[src/rtl/heu_ctrl.sv]
// Phase sequencer for the histogram-equalization unit.
// Walks the datapath through capture, histogram clear, histogram accumulate,
// CDF scan and pixel remap, then holds the result until the RDN takes it.
// Control only: every output is a registered decode of state and counters,
// except load_en, which must capture d on the same edge as the accept.
module heu_ctrl #(
  parameter int ROWS  = 5,
  parameter int COLS  = 80,
  parameter int SEG_W = 16,
  parameter int BINS  = 256
) (
  input  logic                            clk,
  input  logic                            rst,
  input  logic                            ipgu_out_ready,
  input  logic                            rdn_in_ready,
  output logic                            in_ready,
  output logic                            out_ready,
  output logic                            load_en,
  output logic                            hist_clr,
  output logic                            hist_en,
  output logic [$clog2(ROWS)-1:0]         hist_row,
  output logic [$clog2(COLS/SEG_W)-1:0]   hist_seg,
  output logic                            cdf_en,
  output logic [$clog2(BINS)-1:0]         cdf_bin,
  output logic                            cdf_first,
  output logic                            map_en,
  output logic [$clog2(ROWS)-1:0]         map_row,
  output logic                            busy
);

  localparam int NSEG   = COLS / SEG_W;
  localparam int ROW_W  = $clog2(ROWS);
  localparam int SEGI_W = $clog2(NSEG);
  localparam int BIN_W  = $clog2(BINS);

  localparam logic [ROW_W-1:0]  LAST_ROW = ROW_W'(ROWS - 1);
  localparam logic [SEGI_W-1:0] LAST_SEG = SEGI_W'(NSEG - 1);
  localparam logic [BIN_W-1:0]  LAST_BIN = BIN_W'(BINS - 1);

  typedef enum logic [2:0] {
    S_IDLE  = 3'd0,
    S_CLEAR = 3'd1,
    S_HIST  = 3'd2,
    S_CDF   = 3'd3,
    S_MAP   = 3'd4,
    S_DONE  = 3'd5
  } state_t;

  state_t              r_state;
  logic [ROW_W-1:0]    r_row;
  logic [SEGI_W-1:0]   r_seg;
  logic [BIN_W-1:0]    r_bin;
  logic [ROW_W-1:0]    r_mrow;
  logic                r_in_ready;
  logic                r_out_ready;
  logic                r_hist_clr;
  logic                r_hist_en;
  logic                r_cdf_en;
  logic                r_cdf_first;
  logic                r_map_en;
  logic                r_busy;
  logic                w_accept;

  // Capture strobe is combinational so d is registered on the accept edge itself.
  assign w_accept  = r_in_ready & ipgu_out_ready;
  assign load_en   = w_accept;

  assign in_ready  = r_in_ready;
  assign out_ready = r_out_ready;
  assign hist_clr  = r_hist_clr;
  assign hist_en   = r_hist_en;
  assign hist_row  = r_row;
  assign hist_seg  = r_seg;
  assign cdf_en    = r_cdf_en;
  assign cdf_bin   = r_bin;
  assign cdf_first = r_cdf_first;
  assign map_en    = r_map_en;
  assign map_row   = r_mrow;
  assign busy      = r_busy;

  // Phase FSM; output flags are loaded from the state being entered so they stay registered.
  always_ff @(posedge clk) begin
    if (rst) begin
      r_state     <= S_IDLE;
      r_row       <= '0;
      r_seg       <= '0;
      r_bin       <= '0;
      r_mrow      <= '0;
      r_in_ready  <= 1'b1;
      r_out_ready <= 1'b0;
      r_hist_clr  <= 1'b0;
      r_hist_en   <= 1'b0;
      r_cdf_en    <= 1'b0;
      r_cdf_first <= 1'b0;
      r_map_en    <= 1'b0;
      r_busy      <= 1'b0;
    end else begin
      case (r_state)
        S_IDLE: begin
          if (w_accept) begin
            r_state    <= S_CLEAR;
            r_in_ready <= 1'b0;
            r_hist_clr <= 1'b1;
            r_busy     <= 1'b1;
          end
        end
        S_CLEAR: begin
          r_state    <= S_HIST;
          r_hist_clr <= 1'b0;
          r_hist_en  <= 1'b1;
          r_row      <= '0;
          r_seg      <= '0;
        end
        S_HIST: begin
          if (r_seg == LAST_SEG) begin
            r_seg <= '0;
            if (r_row == LAST_ROW) begin
              // Last segment of last row: hand over to the CDF scan at bin 0.
              r_row       <= '0;
              r_state     <= S_CDF;
              r_hist_en   <= 1'b0;
              r_cdf_en    <= 1'b1;
              r_cdf_first <= 1'b1;
              r_bin       <= '0;
            end else begin
              r_row <= r_row + ROW_W'(1);
            end
          end else begin
            r_seg <= r_seg + SEGI_W'(1);
          end
        end
        S_CDF: begin
          r_cdf_first <= 1'b0;
          if (r_bin == LAST_BIN) begin
            // Single pass only: park the bin index at 0 and leave.
            r_bin    <= '0;
            r_state  <= S_MAP;
            r_cdf_en <= 1'b0;
            r_map_en <= 1'b1;
            r_mrow   <= '0;
          end else begin
            r_bin <= r_bin + BIN_W'(1);
          end
        end
        S_MAP: begin
          if (r_mrow == LAST_ROW) begin
            r_mrow      <= '0;
            r_state     <= S_DONE;
            r_map_en    <= 1'b0;
            r_out_ready <= 1'b1;
          end else begin
            r_mrow <= r_mrow + ROW_W'(1);
          end
        end
        S_DONE: begin
          if (rdn_in_ready) begin
            r_state     <= S_IDLE;
            r_out_ready <= 1'b0;
            r_in_ready  <= 1'b1;
            r_busy      <= 1'b0;
          end
        end
        default: begin
          // Unreachable encoding: recover to a clean idle.
          r_state     <= S_IDLE;
          r_row       <= '0;
          r_seg       <= '0;
          r_bin       <= '0;
          r_mrow      <= '0;
          r_in_ready  <= 1'b1;
          r_out_ready <= 1'b0;
          r_hist_clr  <= 1'b0;
          r_hist_en   <= 1'b0;
          r_cdf_en    <= 1'b0;
          r_cdf_first <= 1'b0;
          r_map_en    <= 1'b0;
          r_busy      <= 1'b0;
        end
      endcase
    end
  end

endmodule

[config.mk]
export PLATFORM = sky130hd
export DESIGN_NAME = heu_ctrl
export DESIGN_NICKNAME = d
export VERILOG_FILES = /design/src/rtl/heu_ctrl.sv
export SDC_FILE = /design/constraint.sdc
export NUM_CORES = 1
export LEC_CHECK = 0
export ABC_AREA = 1
export ABC_CLOCK_PERIOD_IN_PS = 2200
export BUFFER_PORTS_ARGS = -buffer_cell sky130_fd_sc_hd__buf_2
export CAP_MARGIN = 20
export CORE_UTILIZATION = 30
export CTS_CLUSTER_SIZE = 14
export DETAILED_ROUTE_END_ITERATION = 8
export REMOVE_ABC_BUFFERS = 1
export SYNTH_ARGS = -nofsm -noshare
export SYNTH_HDL_FRONTEND = slang
export SYNTH_SLANG_ARGS = --single-unit
[constraint.sdc]
create_clock -name clk -period 2.2 [get_ports clk]
set_clock_uncertainty 0.15 [all_clocks]
set_input_delay 0.11 -clock clk [delete_from_list [all_inputs] [get_ports clk]]
set_output_delay 0.11 -clock clk [all_outputs]
set_load 0.02 [all_outputs]
==> flow_summary.toml <==
[status]
status = "completed"

[global_route]
grt_pass1_vias = 1310
grt_start_max_net_pins = 17
grt-ovfl-total = 0
antenna_found_initial = 0
grt_pass1_wl_um = 5740
grt.total_usage = 0.1335

[final_layout]
nNetsFinal = 266
drive_above_1_share = 0.2244
multi_input_comb_area_um2 = 872.1
syn_to_final_growth_pct = 17.49
fin_area_mm2 = 0.001841
diodes = 0
num-fill-cells = 550
final-seq-area_um2 = 560.5

[die]
die_w_um = 74.26
core_mm2 = 0.004880
rows = 25
dieArea_mm2 = 0.005515
pin_count = 30
die_y_um = 74.26
start_util = 0.3210

[cts]
cts.hold.buffers_added = 0
cts-htree-levels = 1
cts-root-buf = "clkbuf_8"
cts_tree = "done"
clkTransAtPathRegs_ns = 0.10
cts_buffer_depth = 2
ctsResizeCount = 0
numCtsBuffers = 3
clock-sinks = 28
clk_latency_ns = 0.28
postCtsSetupBuffers = 0

[route]
wl_per_cell_um = 10.75
vias = 1478
drt_pass1_iterations = 4
drt_wl_total_um = 3452
ant_nets = 0
drc = 0
routed_via_density = 4.604
drtIter0Drc = 43

[synth]
synth_area_mm2 = 0.001567
synth-seq-cells = 28
syn_inst = 225
ys_seq_area_frac = 0.3578
yosysWarnings = 0
syn_area_per_cell_um2 = 6.962
ys_types = 24

[job]
max_cap_viol_count = 0

[placed_design]
dpl_cell_area_mm2 = 0.001769
pre_cts_ws_ns = 0.4644
place_congestion = 0.8418
hpwl_um = 2543
io_buffers = 29

[timing]
max_freq_mhz = 562.5
period_share = 0.8081
rsz0062_at_grt = "false"
slew-limit-headroom = 0.7120
worst_slack_ns = 0.4221
setup_viol = 0
finalCriticalPeriod_ns = 1.778
hold_violations = 0
worst_pin_slew_ns = 0.4315
finalSetupTns_ns = 0
drv_slew = 0

[power_and_ir_drop]
leakage_nw = 0.8333
vdd_drop_max_mv = 0.5703
powerDensity_mw_per_mm2 = 1071

[critical_path]
critPathArrivalTime_ns = 1.81
critPathCaptureType = "flip-flop"
critPathKind = "flip-flop to flip-flop"
cp_data_required_time_ns = 2.23
start_kind = "flip-flop"
path_max_fanout = 8

[worst_hold_path]
hold_class = "input port to flip-flop"
[power by group]
part	internal [mW]	total (mW)	leakage (nW)	switching, mW
logic	0.290	0.865	0.570	0.575
clock network	0.244	0.410	0.0357	0.166
registers	0.589	0.696	0.228	0.107
total	1.12	1.97	0.833	0.848
[critical path: stages, from the launching register on]
cell and delay, ns:
dfxtp_1 0.41, ha_1 0.18, nand2_1 0.08, nor2_2 0.20, nand2_2 0.18, a21oi_4 0.26, nand3_1 0.10, nand2_1 0.08
nor2_1 0.04
[synthesized netlist by cell type, drive strengths merged]
master / count / share of area
a21oi: 28 / 0.097
buf: 3 / 0.017
clkbuf: 2 / 0.0048
dfxtp: 28 / 0.36
ha: 7 / 0.056
inv: 26 / 0.064
nand2: 67 / 0.17
nand3: 25 / 0.094
nand4: 7 / 0.028
nor2: 24 / 0.078
o21ai: 3 / 0.012
or2: 4 / 0.016
xor2: 1 / 0.0056
[layout by cell type (no fill, tap or decap), drive strengths merged]
cell     n
a21oi   28
buf     30
bufinv   1
clkbuf   3
dfxtp   28
ha       7
inv     26
nand2   67
nand3   25
nand4    7
nor2    24
o21ai    3
or2      4
xor2     1
[logic make-up after synthesis]
group	after synthesis	share of synthesized area
and+or+nand+nor	127	0.3866
AOI/OAI and AO/OA	31	0.1086
buffers and inverters	31	0.08546
DFF	28	0.3578
adders and majority gates	7	0.05591
xor gates and xnor gates	1	0.005592
[cell type report]
type | count | share of cell area
Sequential cell | 28 | 0.3046
Timing Repair Buffer | 30 | 0.08294
Clock inverter | 1 | 0.01632
Clock buffer | 3 | 0.02243
Tap cell | 67 | 0.04555
Inverter | 26 | 0.05438
Multi-Input combinational cell | 166 | 0.4738
[worst paths after layout]
path | from | end | slack, ns | depth (start not counted)
worst max register to register | cdf_bin[1] | r_state[2] | 0.42 | 8
worst min register to register | hist_clr | hist_clr | 0.32 | 2
worst max-delay path | cdf_bin[1] | r_state[2] | 0.42 | 8
worst min-delay path | rst | hist_seg[0] | 0.01 | 2
[metal layers]
layer	GRT usage	wire, µm
met5	0	0
met4	0.02725	21
met3	0.03117	138
met2	0.2162	1514
met1	0.1821	1778
[flip-flops by register name (all words and copies together), names as in the netlist]
signal     cells
out_ready      1
busy           1
hist_en        1
map_row        3
in_ready       1
r_state        3
cdf_en         1
hist_row       3
map_en         1
cdf_first      1
hist_clr       1
cdf_bin        8
hist_seg       3
[per-stage QoR]
step           hold WS, ns  total power, mW  utilization  instances
4_1_cts           0.009106            1.988       0.3772        321
6_report           0.01063            1.970       0.3772        321
2_1_floorplan      0.02907            1.359            -        220
3_3_place_gp        0.3009            1.565       0.3626        317
3_5_place_dp        0.3049            1.570       0.3626        317
5_1_grt            0.01895            2.136       0.3772        321
Power figures use the tool's default switching activity.
